==> config.mk <==
export PLATFORM = sky130hd
export DESIGN_NAME = mem_io_responder
export DESIGN_NICKNAME = d
export VERILOG_FILES = /design/src/rtl/mem_io_responder.sv
export SDC_FILE = /design/constraint.sdc
export NUM_CORES = 2
export LEC_CHECK = 0
export CAP_MARGIN = 30
export CORE_AREA = 10 10 365 367
export CTS_BUF_LIST = sky130_fd_sc_hd__clkbuf_4 sky130_fd_sc_hd__clkbuf_8
export CTS_CLUSTER_DIAMETER = 40
export DETAILED_ROUTE_END_ITERATION = 10
export DIE_AREA = 0 0 375 377
export HOLD_SLACK_MARGIN = 0.03
export PLACE_DENSITY = 0.77
export SLEW_MARGIN = 20
export SYNTH_ARGS = -nofsm -noshare
export SYNTH_HDL_FRONTEND = slang
export SYNTH_SLANG_ARGS = --single-unit
export TNS_END_PERCENT = 20
==> constraint.sdc <==
create_clock -name clk -period 3.35 [get_ports clk]
set_clock_uncertainty 0.05 [all_clocks]
set_input_delay 0.67 -clock clk [delete_from_list [all_inputs] [get_ports clk]]
set_output_delay 0.67 -clock clk [all_outputs]
set_load 0.05 [all_outputs]
==> src/rtl/mem_io_responder.sv <==
// CPU memory-port responder: RAM window at 0x00..RAM_DEPTH-1 plus RX FIFO, TX holding register, GPIO and timer at 0xF0..0xF5.
// Optional feature macro: MEMIO_TIMER_EN enables the free-running timer at 0xF5 (otherwise 0xF5 reads 0x00).
module mem_io_responder #(
  parameter int RAM_DEPTH  = 224,
  parameter int FIFO_DEPTH = 4
) (
  input  logic       clk,
  input  logic       rst,
  input  logic [7:0] addr,
  input  logic [7:0] data_in,
  input  logic       rden,
  input  logic       wren,
  output logic [7:0] data_out,
  input  logic [7:0] rx_data,
  input  logic       rx_valid,
  output logic       rx_ready,
  output logic [7:0] tx_data,
  output logic       tx_valid,
  input  logic       tx_ready,
  output logic [7:0] gpio_out
);

  localparam int PW = $clog2(FIFO_DEPTH);
  localparam int CW = PW + 1;
  localparam logic [8:0] RAM_LIM = 9'(RAM_DEPTH);
  localparam logic [CW-1:0] FIFO_FULL = CW'(FIFO_DEPTH);

  logic [7:0]    r_ram [RAM_DEPTH];
  logic [7:0]    r_fifo [FIFO_DEPTH];
  logic [PW-1:0] r_wr_ptr, r_rd_ptr;
  logic [CW-1:0] r_count;
  logic [7:0]    r_data_out, r_tx_data, r_gpio;
  logic          r_tx_valid, r_overrun;

  logic       w_ram_hit, w_rd, w_full, w_empty, w_push, w_pop;
  logic       w_tx_wr, w_tx_accept, w_tx_xfer;
  logic [7:0] w_rd_data, w_timer_val;

  // A write strobe always wins over a simultaneous read strobe.
  assign w_rd      = rden && !wren;
  assign w_ram_hit = {1'b0, addr} < RAM_LIM;
  assign w_full    = (r_count == FIFO_FULL);
  assign w_empty   = (r_count == '0);
  assign w_push    = rx_valid && !w_full;
  assign w_pop     = w_rd && (addr == 8'hF0) && !w_empty;
  assign w_tx_wr   = wren && (addr == 8'hF2);
  assign w_tx_xfer = r_tx_valid && tx_ready;
  // The holding register is free either when empty or when the host takes it this edge.
  assign w_tx_accept = !r_tx_valid || tx_ready;

  assign data_out = r_data_out;
  assign rx_ready = !w_full;
  assign tx_data  = r_tx_data;
  assign tx_valid = r_tx_valid;
  assign gpio_out = r_gpio;

`ifdef MEMIO_TIMER_EN
  logic [7:0] r_timer;
  always_ff @(posedge clk) begin
    if (rst) begin
      r_timer <= 8'h00;
    end else if (wren && (addr == 8'hF5)) begin
      r_timer <= 8'h00;
    end else begin
      r_timer <= r_timer + 8'd1;
    end
  end
  assign w_timer_val = r_timer;
`else
  assign w_timer_val = 8'h00;
`endif

  always_ff @(posedge clk) begin
    if (wren && w_ram_hit) begin
      r_ram[addr] <= data_in;
    end
  end

  always_ff @(posedge clk) begin
    if (w_push) begin
      r_fifo[r_wr_ptr] <= rx_data;
    end
  end

  always_comb begin
    w_rd_data = 8'h00;
    if (w_ram_hit) begin
      w_rd_data = r_ram[addr];
    end else begin
      case (addr)
        8'hF0:   w_rd_data = w_empty ? 8'h00 : r_fifo[r_rd_ptr];
        8'hF1:   w_rd_data = {6'b0, w_full, !w_empty};
        8'hF2:   w_rd_data = r_tx_data;
        8'hF3:   w_rd_data = {6'b0, r_overrun, r_tx_valid};
        8'hF4:   w_rd_data = r_gpio;
        8'hF5:   w_rd_data = w_timer_val;
        default: w_rd_data = 8'h00;
      endcase
    end
  end

  always_ff @(posedge clk) begin
    if (rst) begin
      r_data_out <= 8'h00;
      r_wr_ptr   <= '0;
      r_rd_ptr   <= '0;
      r_count    <= '0;
      r_tx_data  <= 8'h00;
      r_tx_valid <= 1'b0;
      r_overrun  <= 1'b0;
      r_gpio     <= 8'h00;
    end else begin
      if (w_rd) begin
        r_data_out <= w_rd_data;
      end
      if (w_push) begin
        r_wr_ptr <= r_wr_ptr + PW'(1);
      end
      if (w_pop) begin
        r_rd_ptr <= r_rd_ptr + PW'(1);
      end
      case ({w_push, w_pop})
        2'b10:   r_count <= r_count + CW'(1);
        2'b01:   r_count <= r_count - CW'(1);
        default: r_count <= r_count;
      endcase
      if (w_tx_wr && w_tx_accept) begin
        r_tx_data  <= data_in;
        r_tx_valid <= 1'b1;
      end else if (w_tx_xfer) begin
        r_tx_valid <= 1'b0;
      end
      if (w_tx_wr && !w_tx_accept) begin
        r_overrun <= 1'b1;
      end else if (w_rd && (addr == 8'hF3)) begin
        r_overrun <= 1'b0;
      end
      if (wren && (addr == 8'hF4)) begin
        r_gpio <= data_in;
      end
    end
  end

endmodule

==> flow_summary.ini <==
[yosys]
yosys_warnings = 0
synthArstFlopShare_pct = 0
synth_top_flop_cell = edfxtp_1
synth-seq-area-share_pct = 76.3
syn-cell-area_um2 = 72700
syn_inst = 3432
ys_types = 64
avgSynthCellArea_um2 = 21.2
synth_edf_count = 1824
ys_ff_latch = 1859
synth_nets = 3468

[sta]
fin_crit_ns = 3.10
hold_viol_final = 0
slew_viol_final = 0
min_period_over_period_pct = 92.6
fmax_mhz = 322
fin_hold_ws_ns = 0.105
setup-violations-final = 0
rsz0062_at_grt = false
relSlewSlack_pct = 37.5
worst_pin_slew_ns = 0.935

[cts]
root_buffer = clkbuf_8
cts-buffers-inserted = 296
htree_levels = 5
clkLatencyLatePin_ns = 1.00
cts.path.max_buffers = 4
clkSlewWorstSetupHoldPaths_ns = 0.06
cts.sinks = 1859
cts_tree = done

[worst_setup_path]
cp.arrival_ns = 2.38
cpMaxStageDelayCell = clkdlybuf4s50_1
cp_num_buf_inv = 1
slowest_delay_ns = 0.94
cp-end-kind = output port
path_class = reg2out
path_max_fanout = 3
cp_top_family = buffers and inverters
crit_chain = clkdlybuf4s50_1
start_kind = flop
critPathRequiredTime_ns = 2.63

[finish]
layout_commonest_cell = edfxtp_1
drive_above_1_share_pct = 34.6
syn_to_final_growth_pct = 16.3
final_nets = 4155
fin_util_pct = 67.4
final_cell_mix = edfxtp_1 (1824), buf_4 (487), mux4_2 (475)

[min_path]
min_path_type = in2reg

[grt]
antenna_found_initial = 4
grt_max_degree = 111
grt_use_total_pct = 25.2
grt_pass1_wl_um = 262000
grt_pass1_vias = 39200
grt-ovfl-total = 0

[routing]
drc_errors = 0
ant_nets = 0
dr.pass1.iters = 6
routed_wirelength_um = 177000
drt_iter0_drc = 4853
vias_per_cell = 6.44
wl_per_cell_um = 29.7
vias = 38500

[run_status]
status = complete, no violations

[power]
p_per_area_nw_per_um2 = 556
finalPower_mw = 47.0
leakagePower_nw = 27.6
max-vdd-ir-drop_v = 0.000493

[floorplanning]
ios = 56
die_w_um = 375
initial_core_util_pct = 57.9
row_count = 130
core_um2 = 125000
dieHeight_um = 377
die_area_um2 = 141000

[job]
maxCapViolCount = 0

[place]
port_buffers = 55
place_congestion = 0.953
place_hpwl_um = 114000
-- state kept, by name, summed over array words and instances (netlist names), named ones only --
signal     cells
r_ram       1792
r_fifo        32
data_out       8
gpio_out       8
tx_data        8
r_count        3
r_rd_ptr       2
r_wr_ptr       2
r_overrun      1
tx_valid       1
-- path summary, 6_finish.rpt --
path | startpoint | to | slack [ns] | cells past startpoint
max reg2reg | r_ram[199][6]$_DFFE_PP_ | data_out[6]$_SDFFE_PP0N_ | 0.46 | 9
max | gpio_out[0]$_SDFFE_PP0P_ | gpio_out[0] | 0.25 | 1
min reg2reg | r_overrun$_SDFFE_PP0P_ | r_overrun$_SDFFE_PP0P_ | 0.43 | 2
min | data_in[2] | r_ram[214][2]$_DFFE_PP_ | 0.11 | 1
-- what timing repair did --
action | in CTS | in global routing
resized for setup | 1 | 0
setup buffers | 0 | 0
hold buffers | 1 | 0
setup endpoints to repair | 1 | 0
endpoints found under the hold margin | 4 | 0
-- routing by layer --
layer	global-route usage (%)	wire length (um)	part of all wire, %
met3	7.27	21500	12
met5	0	13	0.0073
met4	9.84	6720	3.8
met2	38.7	83900	47
met1	34.2	65300	37
-- logic make-up after synthesis --
logic type / Yosys count / share of synthesized area [%]
DFF: 1859 / 76.3
muxes: 610 / 16.6
and+or+nand+nor: 511 / 3.06
AOI/OAI and AO/OA: 225 / 2.15
buffers and inverters: 216 / 1.68
adders and majority gates: 6 / 0.114
xor gates and xnor gates: 5 / 0.0603
-- final cells by class --
type | count | area, um2
Inverter | 7 | 26.3
Multi-Input combinational cell | 1357 | 16000
Antenna cell | 3 | 7.51
Clock inverter | 101 | 651
Clock buffer | 399 | 4980
Tap cell | 1650 | 2060
Timing Repair Buffer | 598 | 5360
Fill cell | 7393 | 40900
Sequential cell | 1859 | 55500
-- per-stage QoR --
stage                     TNS, ns  std cells  cell area (um2)  setup WS (ns)
after global placement      -1.22       5470            78900         -0.316
final                           0       5974            84500          0.248
after detailed placement    -2.71       5470            78900         -0.384
after floorplan                 0       3432            72700          0.136
after global routing            0       5972            84500          0.159
after CTS                       0       5971            84500          0.178
-- cell usage after synthesis, drive strengths merged, types with 8 or more instances --
library cell / number / share of area (%)
a211oi: 12 / 0.16
a21oi: 51 / 0.35
a221oi: 11 / 0.13
a22oi: 29 / 0.30
buf: 124 / 1.2
clkbuf: 85 / 0.44
dfxtp: 35 / 0.96
edfxtp: 1824 / 75
mux2: 10 / 0.15
mux2i: 125 / 1.7
mux4: 475 / 15
nand2: 80 / 0.41
nand2b: 15 / 0.13
nand3: 49 / 0.34
nor2: 293 / 1.5
nor2b: 23 / 0.20
nor3: 12 / 0.083
o2111ai: 13 / 0.16
o21ai: 31 / 0.21
o22ai: 28 / 0.24
or3: 8 / 0.069
-- where the power goes --
part / switching, mW / internal, mW
clock: 8.37 / 10.2
combinational: 1.64 / 1.11
sequential: 0.0516 / 25.6
total: 10.1 / 36.9
Note: power is estimated with default switching activity, not from simulation.
